File: src/rtl/alu_pkg.sv
// Shared opcode map, flag bit positions and sequencer state encoding.
// Pure declarations: no latency, no flow control.
package alu_pkg;

    localparam logic [4:0] OP_INC = 5'h01;
    localparam logic [4:0] OP_DEC = 5'h02;
    localparam logic [4:0] OP_ADD = 5'h03;
    localparam logic [4:0] OP_ADC = 5'h04;
    localparam logic [4:0] OP_SUB = 5'h05;
    localparam logic [4:0] OP_SBB = 5'h06;
    localparam logic [4:0] OP_AND = 5'h07;
    localparam logic [4:0] OP_OR  = 5'h08;
    localparam logic [4:0] OP_XOR = 5'h09;
    localparam logic [4:0] OP_NOT = 5'h0A;
    localparam logic [4:0] OP_SHL = 5'h10;
    localparam logic [4:0] OP_SHR = 5'h11;
    localparam logic [4:0] OP_SAL = 5'h12;
    localparam logic [4:0] OP_SAR = 5'h13;
    localparam logic [4:0] OP_ROL = 5'h14;
    localparam logic [4:0] OP_ROR = 5'h15;
    localparam logic [4:0] OP_RCL = 5'h16;
    localparam logic [4:0] OP_RCR = 5'h17;

    localparam int FLAG_C  = 5;
    localparam int FLAG_Z  = 4;
    localparam int FLAG_N  = 3;
    localparam int FLAG_V  = 2;
    localparam int FLAG_P  = 1;
    localparam int FLAG_AC = 0;

    typedef enum logic [1:0] {
        ST_IDLE  = 2'd0,
        ST_READ  = 2'd1,
        ST_EXEC  = 2'd2,
        ST_WRITE = 2'd3
    } state_t;

    function automatic logic op_legal(input logic [4:0] op);
        return ((op >= OP_INC) && (op <= OP_NOT)) || ((op >= OP_SHL) && (op <= OP_RCR));
    endfunction

endpackage

File: src/rtl/alu_sequencer_alu.sv
// 16-bit ALU: arithmetic, logic and single-step shift/rotate with 6-bit status.
// Purely combinational, zero latency; no flow control.
// P is set for even parity over the whole 16-bit result.
module alu
    import alu_pkg::*;
(
    input  logic [4:0]  f,
    input  logic [15:0] a,
    input  logic [15:0] b,
    input  logic        cin,
    output logic [15:0] result,
    output logic [5:0]  status
);

    logic [15:0] y;
    logic        ci;
    logic        inv;
    logic        arith;
    logic [16:0] sum;
    logic [4:0]  nib;
    logic [15:0] r;
    logic        c;
    logic        v;
    logic        ac;

    // Subtraction runs through the adder as a + ~b + ~borrow; carries are inverted back to borrows.
    always_comb begin
        y     = 16'h0000;
        ci    = 1'b0;
        inv   = 1'b0;
        arith = 1'b0;
        case (f)
            OP_INC: begin y = 16'h0001; arith = 1'b1; end
            OP_DEC: begin y = 16'hFFFF; arith = 1'b1; inv = 1'b1; end
            OP_ADD: begin y = b; arith = 1'b1; end
            OP_ADC: begin y = b; ci = cin; arith = 1'b1; end
            OP_SUB: begin y = ~b; ci = 1'b1; inv = 1'b1; arith = 1'b1; end
            OP_SBB: begin y = ~b; ci = ~cin; inv = 1'b1; arith = 1'b1; end
            default: ;
        endcase
    end

    assign sum = {1'b0, a} + {1'b0, y} + {16'h0000, ci};
    assign nib = {1'b0, a[3:0]} + {1'b0, y[3:0]} + {4'h0, ci};

    always_comb begin
        r  = 16'h0000;
        c  = 1'b0;
        v  = 1'b0;
        ac = 1'b0;
        if (arith) begin
            r  = sum[15:0];
            c  = sum[16] ^ inv;
            ac = nib[4] ^ inv;
            v  = (a[15] == y[15]) && (r[15] != a[15]);
        end else begin
            case (f)
                OP_AND: r = a & b;
                OP_OR:  r = a | b;
                OP_XOR: r = a ^ b;
                OP_NOT: r = ~a;
                OP_SHL, OP_SAL: begin r = {a[14:0], 1'b0};  c = a[15]; end
                OP_SHR: begin r = {1'b0, a[15:1]};  c = a[0]; end
                OP_SAR: begin r = {a[15], a[15:1]}; c = a[0]; end
                OP_ROL: begin r = {a[14:0], a[15]}; c = a[15]; end
                OP_ROR: begin r = {a[0], a[15:1]};  c = a[0]; end
                OP_RCL: begin r = {a[14:0], cin};   c = a[15]; end
                OP_RCR: begin r = {cin, a[15:1]};   c = a[0]; end
                default: ;
            endcase
            if (f[4]) begin
                v = r[15] ^ a[15];
            end
        end
    end

    assign result = r;

    always_comb begin
        status          = 6'h00;
        status[FLAG_C]  = c;
        status[FLAG_Z]  = (r == 16'h0000);
        status[FLAG_N]  = r[15];
        status[FLAG_V]  = v;
        status[FLAG_P]  = ~^r;
        status[FLAG_AC] = ac;
    end

endmodule

File: src/rtl/alu_sequencer.sv
// Register-file ALU sequencer: accept command, read operands, iterate ALU, write back.
// Latency 3 cycles single-pass, 2+N for shift class, 2 for illegal opcodes.
// cmd_ready only in IDLE; ext loads outside IDLE are dropped.
module alu_sequencer
    import alu_pkg::*;
#(
    parameter int NREGS = 8,
    parameter int CNTW  = 4
) (
    input  logic            clk,
    input  logic            rst_n,
    input  logic            cmd_valid,
    output logic            cmd_ready,
    input  logic [4:0]      cmd_op,
    input  logic [2:0]      cmd_rd,
    input  logic [2:0]      cmd_ra,
    input  logic [2:0]      cmd_rb,
    input  logic [CNTW-1:0] cmd_cnt,
    input  logic            ext_we,
    input  logic [2:0]      ext_addr,
    input  logic [15:0]     ext_data,
    output logic            done_valid,
    output logic [15:0]     done_result,
    output logic [5:0]      done_status,
    output logic            done_err,
    output logic [5:0]      flags
);

    state_t          state;
    logic [4:0]      op_q;
    logic [2:0]      rd_q;
    logic [2:0]      ra_q;
    logic [2:0]      rb_q;
    logic [CNTW-1:0] cnt_q;
    logic [CNTW-1:0] iter_q;
    logic [15:0]     op_a;
    logic [15:0]     op_b;
    logic            carry;
    logic [15:0]     regs [NREGS];
    logic [15:0]     alu_result;
    logic [5:0]      alu_status;
    logic            last_iter;

    function automatic logic [15:0] reg_rd(input logic [2:0] idx);
        return (int'(idx) < NREGS) ? regs[idx] : 16'h0000;
    endfunction

    assign cmd_ready = (state == ST_IDLE);
    assign last_iter = !op_q[4] || (iter_q == CNTW'(1));

    alu u_alu (
        .f      (op_q),
        .a      (op_a),
        .b      (op_b),
        .cin    (carry),
        .result (alu_result),
        .status (alu_status)
    );

    always_ff @(posedge clk or negedge rst_n) begin
        if (!rst_n) begin
            state       <= ST_IDLE;
            op_q        <= '0;
            rd_q        <= '0;
            ra_q        <= '0;
            rb_q        <= '0;
            cnt_q       <= '0;
            iter_q      <= '0;
            op_a        <= '0;
            op_b        <= '0;
            carry       <= 1'b0;
            flags       <= '0;
            done_valid  <= 1'b0;
            done_result <= '0;
            done_status <= '0;
            done_err    <= 1'b0;
            for (int i = 0; i < NREGS; i++) begin
                regs[i] <= '0;
            end
        end else begin
            case (state)
                ST_IDLE: begin
                    if (ext_we && (int'(ext_addr) < NREGS)) begin
                        regs[ext_addr] <= ext_data;
                    end
                    if (cmd_valid) begin
                        op_q  <= cmd_op;
                        rd_q  <= cmd_rd;
                        ra_q  <= cmd_ra;
                        rb_q  <= cmd_rb;
                        cnt_q <= cmd_cnt;
                        state <= ST_READ;
                    end
                end
                ST_READ: begin
                    op_a   <= reg_rd(ra_q);
                    op_b   <= reg_rd(rb_q);
                    carry  <= flags[FLAG_C];
                    iter_q <= (cnt_q == '0) ? CNTW'(1) : cnt_q;
                    if (op_legal(op_q)) begin
                        state <= ST_EXEC;
                    end else begin
                        done_valid  <= 1'b1;
                        done_err    <= 1'b1;
                        done_result <= '0;
                        done_status <= flags;
                        state       <= ST_WRITE;
                    end
                end
                ST_EXEC: begin
                    // Commit happens on the edge leaving EXEC, so a reset before it discards everything.
                    if (last_iter) begin
                        if (int'(rd_q) < NREGS) begin
                            regs[rd_q] <= alu_result;
                        end
                        flags       <= alu_status;
                        done_valid  <= 1'b1;
                        done_err    <= 1'b0;
                        done_result <= alu_result;
                        done_status <= alu_status;
                        state       <= ST_WRITE;
                    end else begin
                        op_a   <= alu_result;
                        carry  <= alu_status[FLAG_C];
                        iter_q <= iter_q - CNTW'(1);
                    end
                end
                ST_WRITE: begin
                    done_valid <= 1'b0;
                    done_err   <= 1'b0;
                    state      <= ST_IDLE;
                end
                default: state <= ST_IDLE;
            endcase
        end
    end

endmodule

File: config.mk
export PLATFORM = sky130hd
export DESIGN_NAME = alu_sequencer
export DESIGN_NICKNAME = d
export VERILOG_FILES = /design/src/rtl/alu_pkg.sv /design/src/rtl/alu_sequencer_alu.sv /design/src/rtl/alu_sequencer.sv
export SDC_FILE = /design/constraint.sdc
export NUM_CORES = 1
export LEC_CHECK = 0
export BUFFER_PORTS_ARGS = -buffer_cell sky130_fd_sc_hd__buf_2
export CORE_UTILIZATION = 30
export DETAILED_ROUTE_END_ITERATION = 10
export GPL_TIMING_DRIVEN = 0
export HOLD_SLACK_MARGIN = 0.02
export PLACE_DENSITY_LB_ADDON = 0.25
export REMOVE_ABC_BUFFERS = 1
export SLEW_MARGIN = 20
export SYNTH_ARGS = -nofsm -noshare
export SYNTH_HDL_FRONTEND = slang
export SYNTH_SLANG_ARGS = --single-unit
File: constraint.sdc
create_clock -name clk -period 4.8 [get_ports clk]
set_clock_uncertainty 0.15 [all_clocks]
set_input_delay 0.24 -clock clk [delete_from_list [all_inputs] [get_ports clk]]
set_output_delay 0.24 -clock clk [all_outputs]
set_load 0.03 [all_outputs]
==> flow_results.org, run 1 <==
** Synth
- The biggest area contributor in the post-synthesis netlist is sky130_fd_sc_hd__dfrtp_1.
- Averaged over all synthesized cells, the footprint is 9.715 um^2.
- Most used flip-flop cell after synthesis :: sky130_fd_sc_hd__dfrtp_1
- List of most frequent post-synthesis cells :: 232 x sky130_fd_sc_hd__nand2_1, 215 x sky130_fd_sc_hd__dfrtp_1, 156 x sky130_fd_sc_hd__o21ai_0, 85 x sky130_fd_sc_hd__o22a_1, 81 x sky130_fd_sc_hd__clkbuf_1
- Fraction of the yosys area taken by sequential cells :: 37.83%
- Counting flops and latches in the post-synthesis netlist gives 215.
- Share of the synthesized area in the top cell type :: 37.83%
- Summing every instance area after synthesis gives 14220 um^2.
- Leading cell type by number of instances after synthesis :: sky130_fd_sc_hd__nand2_1
- Yosys mapped a number of flops with a built-in enable equal to 0.
- Sorting the synthesized cells by area gives the leading types as sky130_fd_sc_hd__dfrtp_1 38%, sky130_fd_sc_hd__mux4_2 10%, sky130_fd_sc_hd__nand2_1 6.1%.
- Post-synthesis instance total :: 1464
- Async set or reset register ratio after synthesis :: 100.0%
- Synth warn :: 0
- Synthesis instantiated 75 different standard cells from the library.

** STA
- Final critical-path setup slack :: -86.82 ps
- Based on the critical path, the design can be clocked at up to 204.6 MHz.
- Transition time of the tightest slew-check pin :: 998.7 ps
- The final critical path takes up 101.8% of the cycle.
- Finish-stage setup viols :: 1
- Hold violation count in the final report :: 0
- The max-slew violation count came to 0.
- Shortest period the worst path allows :: 4887 ps
- Setup repair after global routing could not meet its margin everywhere.
- Max_slew headroom :: 33.26%

** Global route
- Initial antenna violation count :: 0
- Entering global routing, the biggest net connects 87 pins.
- Total global routing track utilization :: 20.44%
- Number of global-route vias before repair :: 11960
- The total overflow left after global routing is 0.
- The first global-routing pass estimated 74690 um of wire.

** Critical path
- Start of the worst register-to-register path :: op_q[0]$_DFFE_PN0P_
- CP endpoint kind :: flop
- The worst register-to-register path ends at done_status[1]$_DFFE_PN0P_.
- The worst register-to-register path has a depth of 18.
- Data on the critical path arrives at its endpoint at 5190 ps.
- Data required time of the worst path :: 5100 ps
- Start-to-end type of the worst setup path :: flop to flop
- Worst setup slack for register-to-register paths :: -90 ps
- Of all nets on the critical path, the largest fanout is 7.
- Critical path launch point type :: flop
- The most critical setup path has its startpoint at op_q[0]$_DFFE_PN0P_.

** Die
- IO Count :: 72
- Number of rows created at floorplan :: 79
- The die is 219.7 um wide.
- The die covers 48280 um^2.
- The core region is 46650 um^2.
- Measured along the y axis, the die boundary spans 219.7 um.
- For this configuration, the core starts out at a cell density of 30.48%.

** Cells and area
- In the final design database the tool counted 1650 nets.
- Of the cells placed in the final design, the portion with a size suffix greater than 1 is 22.86%.
- Relative to the synthesized area, the layout overhead comes to 20.66%.
- After routing the design area is 17160 um^2.
- The repair_antennas step left the layout with diodes totalling 0.

** Placement
- Sum of net half-perimeters after detailed placement :: 32660 um
- At the end of routability-driven placement, the weighted congestion stood at 0.8592.
- Worst-case setup slack after placement :: -1785 ps
- Total of buffers placed on input and output ports :: 71
- After detailed placement, the total cell area comes to 15260 um^2.

** Routing
- Drt total wl :: 49220 um
- Routed WL per cell :: 22.65 um
- Remaining DRCs :: 6
- The count of nets left with antenna violations once routing finished came out at 0.
- In this run, the number of DRC markers left after iteration 0 of detailed routing was 831.
- Dividing the detail-routed via count by the number of cells gives 5.585.
- The first TritonRoute pass finished after 8 iterations.
- Routed via count :: 12140

** CTS
- Maximum buffer depth of the clock tree :: 3
- TritonCTS built the clock tree.
- Number of H-tree levels :: 1
- TritonCTS created 27 clock buffers.
- Clk Latency, worst-skew pair :: 580 ps
- The tree is rooted in a sky130_fd_sc_hd__clkbuf_16.
- Clock sinks :: 215
- After clock tree synthesis, the clock-pin slew on the worst setup and hold paths is 60 ps.

** Outcome
- Result of the run :: finished, violations left
- The checks that failed: DRC, setup timing.

** Power
- The analysis attributes to cell leakage a power of 7.119 nW.
- In this run the power density over the cells is 808.6 nW/um^2.
- Worst IR drop on VDD :: 0.0007112 V

** Run
- Across the run, the number of max-cap violations was 0.

** Hold path
- The min-delay analysis places its worst path in the category input port to asynchronous set/reset pin.
## repair_timing
| item | 4_1_cts | 5_1_grt |
|---|---|---|
| resized for setup | 36 | 33 |
| setup buffers | 36 | 7 |
| pin swaps | 19 | 22 |
| hold buffers | 37 | 0 |
| endpoints found under the setup margin | 35 | 2 |
| hold endpoints to repair | 182 | 0 |
## metal layers
layer,up-vias,GRT usage [%],part of all wire (%)
met5,-,0,0
met2,428,33.90,48
met4,0,5.701,2.8
met3,97,3.796,6.5
li1,5560,-,-
met1,6052,27.08,43
## power breakdown
group | switching [W] | total (W) | internal [W] | leakage (nW)
clock | 0.000842 | 0.00203 | 0.00119 | 0.417
combinational | 0.00451 | 0.00822 | 0.00371 | 3.86
sequential | 0.00105 | 0.00363 | 0.00257 | 2.84
## stage by stage
| step | std cells | TNS, ps | hold WS (ps) | power, W | utilization [%] |
|---|---|---|---|---|---|
| floorplan | 1351 | -2912 | -205.6 | 0.008170 | - |
| global placement | 2029 | -569570 | 309.4 | 0.01005 | 31.85 |
| detailed placement | 2045 | -10730 | 77.36 | 0.01044 | 32.71 |
| CTS | 2166 | -213.1 | 43.37 | 0.01369 | 36.31 |
| global route | 2173 | -366.8 | 66.76 | 0.01474 | 36.78 |
| finish | 2173 | -86.82 | 46.85 | 0.01388 | 36.78 |
## sequential cells by signal, summed over array words and instances, names as in the netlist
signal       flops
op_b            16
state            2
op_q             5
done_status      6
cnt_q            4
rb_q             3
done_err         1
carry            1
ra_q             3
iter_q           4
regs           128
done_valid       1
op_a            16
rd_q             3
done_result     16
flags            6
## critical path, cell delays in order (launching register included)
cell	delay (ps)
sky130_fd_sc_hd__dfrtp_4	530
sky130_fd_sc_hd__buf_4	160
sky130_fd_sc_hd__xor2_2	210
sky130_fd_sc_hd__nand3_4	160
sky130_fd_sc_hd__buf_4	200
sky130_fd_sc_hd__o211ai_1	260
sky130_fd_sc_hd__ha_4	280
sky130_fd_sc_hd__a21o_1	220
sky130_fd_sc_hd__a31o_2	310
sky130_fd_sc_hd__o31ai_4	260
sky130_fd_sc_hd__xnor2_2	100
sky130_fd_sc_hd__a211oi_4	390
sky130_fd_sc_hd__ha_4	270
sky130_fd_sc_hd__xnor2_2	140
sky130_fd_sc_hd__xnor2_2	160
sky130_fd_sc_hd__xnor2_2	340
sky130_fd_sc_hd__xnor2_4	170
sky130_fd_sc_hd__nor3_1	60
sky130_fd_sc_hd__or3b_1	380
## layout make-up
cell class,count,area [um^2]
Fill cell,4680,29490
Multi-Input combinational cell,1090,8578
Sequential cell,215,5401
Timing Repair Buffer,167,1386
Clock buffer,44,799.5
Tap cell,607,759.5
Inverter,46,172.7
Clock inverter,4,62.56
## cells by family (layout without fill, tap and decap cells)
logic type               Yosys count  after routing  synth area share (%)
AO/OA/AOI/OAI                    481            481                 22.51
AND/OR/NAND/NOR                  385            385                 12.33
flip-flops                       215            215                 37.83
XOR/XNOR                          27             27                 1.795
adder cells (fa/ha/maj)           62             62                 5.560
multiplexers                     135            135                 15.40
buffers and inverters            159            261                 4.575
## worst max path at each step
stage | slack, ps | to
6_report | -90 | done_status[1]$_DFFE_PN0P_
5_1_grt | -240 | done_status[1]$_DFFE_PN0P_
4_1_cts | -150 | done_status[1]$_DFFE_PN0P_
3_5_place_dp | -1790 | done_status[1]$_DFFE_PN0P_
3_3_place_gp | -3470 | done_status[1]$_DFFE_PN0P_
2_1_floorplan | -1200 | done_status[1]$_DFFE_PN0P_
## cells in the final DEF, fill, tap and decap left out, drive strengths merged, types with 45 or more instances in the layout
cell   count
nand2    234
o22a      85
nor2      56
ha        60
mux4      64
o21ai    199
inv       47
dfrtp    215
a21oi     45
buf      130
(Power assumes the default switching activity.)
==> inputs of run 2 (changes only) <==
==> constraint.sdc (replaced) <==
create_clock -name clk -period 4.9 [get_ports clk]
set_clock_uncertainty 0.15 [all_clocks]
set_input_delay 0.245 -clock clk [delete_from_list [all_inputs] [get_ports clk]]
set_output_delay 0.245 -clock clk [all_outputs]
set_load 0.05 [all_outputs]
==> flow_results.org, run 2 (same netlist as run 1, synthesis figures left out) <==
** Placement
- The count of input and output buffers was 71 (unchanged).
- Post-DP Area :: 15260 um^2 (unchanged)
- The number of instances in the placed design came to 2045 (unchanged).
- Sum of net half-perimeters after detailed placement :: 32660 um (unchanged)
- Final RePlAce weighted congestion :: 0.8592 (unchanged)

** Cells and area
- Most frequent cells in the layout :: 224 x sky130_fd_sc_hd__nand2_1, 204 x sky130_fd_sc_hd__dfrtp_1, 155 x sky130_fd_sc_hd__o21ai_0
- Most common cell after layout, fill and taps aside :: sky130_fd_sc_hd__nand2_1
- Number of cells in the finished layout apart from fillers :: 2172 (-0.046%)
- Largest register FFs :: 128 (unchanged)
- Area of all placed cells without fillers :: 17170 um^2 (about the same)
- Final net count :: 1649 (-0.061%)
- The antenna diode count came to 0 (unchanged).
- The growth of design area from synthesis to finish is 20.69% (about the same).
- Share of post-route cells with drive strength above 1 :: 22.68% (-0.18 points)
- Largest Register :: regs
- Post-layout util :: 36.79% (about the same)

** Hold path
- Hold WC Path Type :: input port to flop
- The startpoint identified for the worst hold timing path is ext_we.
- Cell depth of the worst hold path :: 4

** Die
- The x dimension of the die was 219.7 um (unchanged).
- Area enclosed by the die boundary :: 48280 um^2 (unchanged)
- The starting utilization of the core area was 30.48% (unchanged).
- The height of the die is 219.7 um (unchanged).
- The number of primary I/O pins is 72 (unchanged).
- Number of rows created at floorplan :: 79 (unchanged)
- Area of the placeable core :: 46650 um^2 (unchanged)

** CTS
- Number of buffers created by CTS :: 27 (unchanged)
- The deepest level of the CTS H-tree came to 1 (unchanged).
- TritonCTS clock tree :: built
- The total clock sinks came to 215 (unchanged).
- The number of buffers between clock root and the deepest sink came to 3 (unchanged).
- Clock root buffer :: sky130_fd_sc_hd__clkbuf_16
- The clock insertion delay at the later pin of the skew report is 580 ps (about the same).
- Clock slew at the register clock pins of the worst setup and hold paths :: 60 ps (about the same)

** Outcome
- The run finished, with violations left.
- The checks that failed: DRC.

** STA
- Final period utilization :: 98.98% (-2.8 points)
- The final critical delay including setup and external delays came to 4850 ps (-36.64 ps).
- The fmax came to 206.2 MHz (+0.76%).
- Hold violation count in the final report :: 0 (unchanged)
- Max-slew violation total from the final report :: 0 (unchanged)
- Finish-stage setup viols :: 0 (-1)
- Unrepaired setup endpoints after global routing :: true
- Transition time of the tightest slew-check pin :: 999.7 ps (+0.9607 ps)
- Max_slew headroom :: 33.19% (-0.064 points)

** Critical path
- In this run the worst setup path terminates at done_status[1]$_DFFE_PN0P_.
- CP endpoint kind :: flop
- The worst register-to-register path begins at op_q[0]$_DFFE_PN0P_.
- The signal arrival time at the worst endpoint was 5150 ps (-40 ps).
- Worst setup slack for register-to-register paths :: 50 ps (+140 ps)
- The worst reg-to-reg path cell count is 19 (+1).
- The worst register-to-register path ends at done_status[1]$_DFFE_PN0P_.
- Data required time of the worst path :: 5200 ps (+100 ps)
- The critical path is of the flop to flop type.
- CP startpoint :: op_q[0]$_DFFE_PN0P_
- Critical path launch point type :: flop
- The biggest fanout along the worst timing path came to 6 (-1).

** Routing
- Drt total wl :: 49330 um (+0.23%)
- First-pass detailed-route iteration total :: 8 (unchanged)
- The number of design-rule violations left by the first detailed-router iteration came to 849 (+2.2%).
- The routed length per instance was 22.71 um (+0.28%).
- Vias per cell :: 5.556 (-0.52%)
- Routed via count :: 12070 (-0.57%)
- Remaining DRCs :: 6 (unchanged)
- Post-route antenna net violation count :: 0 (unchanged)

** Global route
- Met2 Track Usage GR :: 33.89% (about the same)
- The routing usage on met1 is 27.18% (+0.096 points).
- Total global routing track utilization :: 20.42% (-0.027 points)
- The final global-route overflow total is 0 (unchanged).
- Initial antenna violation count :: 0 (unchanged)
- Global routing met3 resource utilization :: 3.630% (-0.17 points)
- After global routing, the most crowded layer is met2.
- The largest net degree at the start of global routing was 87 (unchanged).
- Wire length of the first global-routing pass :: 74570 um (-0.16%)
- The number of global-route vias before repair was 11920 (-0.35%).

** Power
- The highest ir drop seen on vdd is 0.0006493 V (-8.7%).
- Total power divided by cell area :: 800.5 nW/um^2 (-1.0%)
- The leakage power figure came to 7.096 nW (-0.33%).

** Run
- Max-cap violation count :: 0 (unchanged)
-- run 2: power breakdown --
part / switching (W) / internal, W
clock network: 0.000826 / 0.00116
registers: 0.00103 / 0.00252
logic: 0.00458 / 0.00362
total: 0.00644 / 0.00730
-- run 2: repair_timing --
item / CTS / global route
pin swaps: 19 / 30
endpoints found under the hold margin: 182 / 0
resized for setup: 28 / 38
buffers inserted: 33 / 10
hold buffers: 36 / 0
setup endpoints to repair: 28 / 2
-- run 2: area by class of cell --
class | instances | area, um^2
fill | 4682 | 29490
multi-input combinational | 1090 | 8597
sequential | 215 | 5401
timing repair buffer | 166 | 1373
clock buffer | 44 | 799.5
tap | 607 | 759.5
inverter | 46 | 172.7
clock inverter | 4 | 62.56
-- run 2: critical path: stages, from the launching register on --
cell,delay [ps]
sky130_fd_sc_hd__dfrtp_4,530
sky130_fd_sc_hd__buf_4,160
sky130_fd_sc_hd__xor2_2,210
sky130_fd_sc_hd__nand3_4,160
sky130_fd_sc_hd__o211ai_1,250
sky130_fd_sc_hd__ha_1,320
sky130_fd_sc_hd__nor2b_4,160
sky130_fd_sc_hd__o31a_1,270
sky130_fd_sc_hd__or4_4,440
sky130_fd_sc_hd__a31oi_4,230
sky130_fd_sc_hd__xor2_2,110
sky130_fd_sc_hd__o21ai_2,180
sky130_fd_sc_hd__inv_2,90
sky130_fd_sc_hd__ha_4,240
sky130_fd_sc_hd__xnor2_4,140
sky130_fd_sc_hd__xnor2_2,150
sky130_fd_sc_hd__xnor2_2,330
sky130_fd_sc_hd__xnor2_4,160
sky130_fd_sc_hd__nor3_1,60
sky130_fd_sc_hd__or3b_1,380
-- run 2: per-layer routing --
metal | vias to the layer above | part of all wire [%]
met5 | - | 0
met4 | 0 | 2.5
met3 | 82 | 5.5
met2 | 345 | 48
met1 | 6082 | 44
li1 | 5559 | -
-- run 2: worst min path at each step --
stage,to
finish,regs[68]$_DFFE_PN0P_
global route,regs[68]$_DFFE_PN0P_
CTS,regs[68]$_DFFE_PN0P_
detailed placement,done_result[10]$_DFFE_PN0P_
global placement,done_result[6]$_DFFE_PN0P_
floorplan,carry$_DFFE_PN0P_
-- run 2: per-stage QoR --
| stage | power, W | setup WS (ps) | hold slack (ps) | TNS (ps) |
|---|---|---|---|---|
| 2_1_floorplan | 0.008173 | -1102 | -200.6 | -2489 |
| 3_3_place_gp | 0.01003 | -3366 | 309.4 | -531270 |
| 3_5_place_dp | 0.01041 | -1685 | 82.36 | -7530 |
| 4_1_cts | 0.01336 | -62.65 | 24.16 | -82.81 |
| 5_1_grt | 0.01458 | -150.2 | 50.78 | -219.1 |
| 6_report | 0.01374 | 49.82 | 44.14 | 0 |
==> inputs of run 3 (changes only) <==
--- a/config.mk
+++ b/config.mk
@@ -15,4 +15,5 @@
 export SLEW_MARGIN = 20
 export SYNTH_ARGS = -nofsm -noshare
 export SYNTH_HDL_FRONTEND = slang
+export SYNTH_HIERARCHICAL = 1
 export SYNTH_SLANG_ARGS = --single-unit
==> constraint.sdc (replaced) <==
create_clock -name clk -period 4.9 [get_ports clk]
set_clock_uncertainty 0.15 [all_clocks]
set_input_delay 0.245 -clock clk [delete_from_list [all_inputs] [get_ports clk]]
set_output_delay 0.245 -clock clk [all_outputs]
set_load 0.02 [all_outputs]
==> flow_results.org, run 3 <==
** Outcome
- Result of the run :: completed

** Synth
- Sorting the synthesized cells by area gives the leading types as sky130_fd_sc_hd__dfrtp_1 37%, sky130_fd_sc_hd__mux4_2 10%, sky130_fd_sc_hd__mux2_2 9.8%.
- Counting instances in the post-synthesis netlist gives the leading cell types as 215 x sky130_fd_sc_hd__dfrtp_1, 126 x sky130_fd_sc_hd__mux2_2, 119 x sky130_fd_sc_hd__o22ai_1, 99 x sky130_fd_sc_hd__nand2_1, 70 x sky130_fd_sc_hd__inv_1.
- The share of synthesized flip-flops with an asynchronous set or reset was 100.0% (unchanged).
- The average instance area after synthesis is 11.10 um^2 (+14%).
- Distinct cells, synth :: 83 (+11%)
- Leading cell type by number of instances after synthesis :: sky130_fd_sc_hd__dfrtp_1
- Share of the synthesized area in the top cell type :: 37.19% (-0.64 points)
- The synthesized design spends more area on one cell type than any other, namely sky130_fd_sc_hd__dfrtp_1.
- The number of enable-type register cells in the synthesized netlist was 0 (unchanged).
- Post-synthesis instance total :: 1303 (-11%)
- Most used flip-flop cell after synthesis :: sky130_fd_sc_hd__dfrtp_1
- The total of warnings raised by yosys is 6 (+6).
- The synthesis-stage register bit count is 215 (unchanged).
- Fraction of the yosys area taken by sequential cells :: 37.19% (-0.64 points)
- Post-synthesis instance area :: 14470 um^2 (+1.7%)

** Cells and area
- Most common cell after layout, fill and taps aside :: sky130_fd_sc_hd__dfrtp_1
- Number of cells in the finished layout apart from fillers :: 2004 (-7.7%)
- The number of nets in the finished design is 1472 (-11%).
- The flip-flop count of the largest register, all copies and words added is 128 (unchanged).
- The antenna diode count was 0 (unchanged).
- The number of filler cells placed in the layout is 4722 (+0.85%).
- Synthesis-to-finish area growth :: 17.70%
- The multi-input combinational cell area was 8513 um^2 (-0.98%).
- Most frequent cells in the layout :: 205 x sky130_fd_sc_hd__dfrtp_1, 126 x sky130_fd_sc_hd__mux2_2, 119 x sky130_fd_sc_hd__o22ai_1
- Share of post-route cells with drive strength above 1 :: 29.09% (+6.4 points)
- Largest Register :: regs
- The sequential cell area was 5400 um^2 (about the same).

** Power
- Worst IR drop on VDD :: 0.0004968 V (-23%)
- The leakage power figure came to 7.415 nW (+4.5%).
- Total power divided by cell area :: 804.6 nW/um^2 (+0.51%)

** CTS
- The deepest level of the CTS H-tree is 1 (unchanged).
- The clock insertion delay at the later pin of the skew report was 560 ps (-20 ps).
- Clock sinks :: 215 (unchanged)
- TritonCTS built the clock tree.
- The root buffer cell chosen for the clock tree is sky130_fd_sc_hd__clkbuf_16.
- The clock edge transition at the registers on the reported setup and hold paths came to 60 ps (about the same).
- The number of buffers between clock root and the deepest sink was 3 (unchanged).
- Number of buffers created by CTS :: 28 (+3.7%)

** Global route
- The number of global-route vias before repair came to 11560 (-3.0%).
- Initial antenna violation count :: 0 (unchanged)
- Global-route congestion overflow total :: 0 (unchanged)
- Maximum number of pins on one net before global-route repair :: 83 (-4.6%)
- Total global routing track utilization :: 19.32% (-1.1 points)
- Wire length of the first global-routing pass :: 73700 um (-1.2%)

** Critical path
- The worst setup path is launched from a flop.
- The biggest fanout along the worst timing path was 8 (+2).
- The worst path required time was 5190 ps (about the same).
- Arrival time worst endpoint :: 5160 ps (about the same)
- The worst setup path is captured at a flop.
- The setup path with the least slack is of type flop to flop.

** Routing
- Post-route antenna net violation count :: 0 (unchanged)
- Routed via count :: 11320 (-6.2%)
- The number of detailed-routing iterations run before antenna repair was 7 (-1).
- The number of design-rule violations left by the first detailed-router iteration is 955 (+12%).
- Vias per cell :: 5.650 (+1.7%)
- The aggregate routed wire length was 47300 um (-4.1%).
- Routed WL per cell :: 23.60 um (+3.9%)
- Remaining DRCs :: 0 (-6)

** Die
- The area of the placeable core came to 47650 um^2 (+2.1%).
- The height of the die was 221.6 um (+0.85%).
- The x dimension of the die was 221.6 um (+0.85%).
- The number of primary I/O pins came to 72 (unchanged).
- Effective utilization at floorplan :: 30.37% (-0.12 points)
- The floorplan die area was 49110 um^2 (+1.7%).
- Number of rows created at floorplan :: 80 (+1.3%)

** STA
- Setup TNS :: 0 ps (unchanged)
- Highest Clock Rate :: 205.3 MHz (-0.41%)
- Final critical-path setup slack :: 30.06 ps (-19.77 ps)
- Unrepaired setup endpoints after global routing :: true
- Finish-stage setup viols :: 0 (unchanged)
- The final count of hold timing violations came to 0 (unchanged).
- The ratio of final minimum period to clock period is 99.39% (+0.40 points).
- Transition time of the tightest slew-check pin :: 1159 ps (+159.7 ps)
- Max_slew headroom :: 22.48% (-11 points)
- Max-slew violation total from the final report :: 0 (unchanged)
- Shortest period the worst path allows :: 4870 ps (+19.77 ps)

** Run
- Max-cap violation count :: 0 (unchanged)

** Placement
- The count of input and output buffers is 71 (unchanged).
- Sum of net half-perimeters after detailed placement :: 30170 um (-7.6%)
- Final RePlAce weighted congestion :: 0.8606 (+0.16%)
- The pre-CTS setup slack came to -988.5 ps (+697.0 ps).
- Number of placed instances with taps included :: 1905 (-6.8%)

** Hold path
- Hold WC Path Type :: input port to asynchronous set/reset pin
run 3: cell count changes in the layout (fill, tap and decap cells not counted), sizes merged, moves of 18 or more:
cell,previous run,this run
o22a,85,0
buf,130,97
nand2,234,99
mux2,30,165
o21ai,199,29
o22ai,12,119
o211ai,15,33
inv,47,70
a22oi,39,6
run 3: what timing repair did:
| action | 4_1_cts | 5_1_grt |
|---|---|---|
| endpoints found under the setup margin | 86 | 1 |
| setup buffers | 8 | 4 |
| hold buffers | 36 | 0 |
| pin swaps | 2 | 6 |
| hold endpoints to repair | 168 | 0 |
| gates resized for setup | 20 | 6 |
run 3: cell type report:
class | count | share of cell area (%)
multi-input cells | 920 | 49.99
flip-flops and latches | 215 | 31.71
repair buffers | 133 | 6.385
clock buffers | 40 | 4.739
well taps | 615 | 4.519
inverters | 70 | 1.543
clock inverters | 11 | 1.109
run 3: worst paths after layout:
path	startpoint	end	slack [ps]	cells after the start
worst max-delay path	op_q[1]$_DFFE_PN0P_	done_status[1]$_DFFE_PN0P_	30	22
worst min-delay path	rst_n	done_result[8]$_DFFE_PN0P_	80	2
worst max register to register	op_q[1]$_DFFE_PN0P_	done_status[1]$_DFFE_PN0P_	30	22
worst min register to register	done_status[1]$_DFFE_PN0P_	done_status[1]$_DFFE_PN0P_	340	1
max in group asynchronous	rst_n	ra_q[0]$_DFFE_PN0P_	3260	4
min in group clk	ext_addr[2]	regs[95]$_DFFE_PN0P_	270	5
run 3: stage by stage:
step / utilization, % / area, um^2 / power [W] / hold slack, ps
finish: 35.74 / 17030 / 0.01370 / 80.86
floorplan: - / 13970 / 0.008600 / -200.6
CTS: 35.58 / 16950 / 0.01345 / 80.76
detailed placement: 32.39 / 15430 / 0.01094 / 88.08
global placement: 31.67 / 15090 / 0.01067 / 323.4
global route: 35.74 / 17030 / 0.01463 / 128.3
run 3: logic make-up (layout without fill, tap and decap cells):
logic type	count (synthesis)	after routing	share of synthesized area [%]
fa+ha+maj	63	63	5.552
xor+xnor	26	26	1.574
flops	215	215	37.19
simple gates	235	235	8.259
compound gates	314	314	15.33
buf+inv	168	254	5.284
mux	282	282	26.81
run 3: power breakdown:
part / switching [W] / total (W) / internal, W / leakage, nW
clock: 0.000828 / 0.00223 / 0.00140 / 0.481
combinational: 0.00391 / 0.00765 / 0.00373 / 4.17
sequential: 0.00122 / 0.00382 / 0.00261 / 2.76
total: 0.00596 / 0.0137 / 0.00774 / 7.42
run 3: critical path, stage by stage (launching register included):
cell and delay [ps]:
sky130_fd_sc_hd__dfrtp_4 530, sky130_fd_sc_hd__nor2_4 120, sky130_fd_sc_hd__nand2_1 60, sky130_fd_sc_hd__o21a_1 150
sky130_fd_sc_hd__nor3_4 170, sky130_fd_sc_hd__buf_6 140, sky130_fd_sc_hd__buf_4 140, sky130_fd_sc_hd__nand2_1 60
sky130_fd_sc_hd__o211ai_1 90, sky130_fd_sc_hd__ha_1 300, sky130_fd_sc_hd__a211o_1 360, sky130_fd_sc_hd__a21oi_2 170
sky130_fd_sc_hd__nor4b_4 220, sky130_fd_sc_hd__o31ai_2 130, sky130_fd_sc_hd__o31ai_2 240, sky130_fd_sc_hd__xor2_1 270
sky130_fd_sc_hd__o21a_1 160, sky130_fd_sc_hd__ha_1 250, sky130_fd_sc_hd__xnor2_2 170, sky130_fd_sc_hd__xnor2_2 160
sky130_fd_sc_hd__xnor2_2 160, sky130_fd_sc_hd__mux2_2 270, sky130_fd_sc_hd__mux2_1 280
run 3: layer usage:
metal,global-route usage (%),vias to the layer above,part of all wire (%)
met4,5.354,0,2.1
met1,25.89,5842,43
met3,2.664,81,5.6
met5,0,-,0
li1,-,5061,-
met2,32.51,339,49
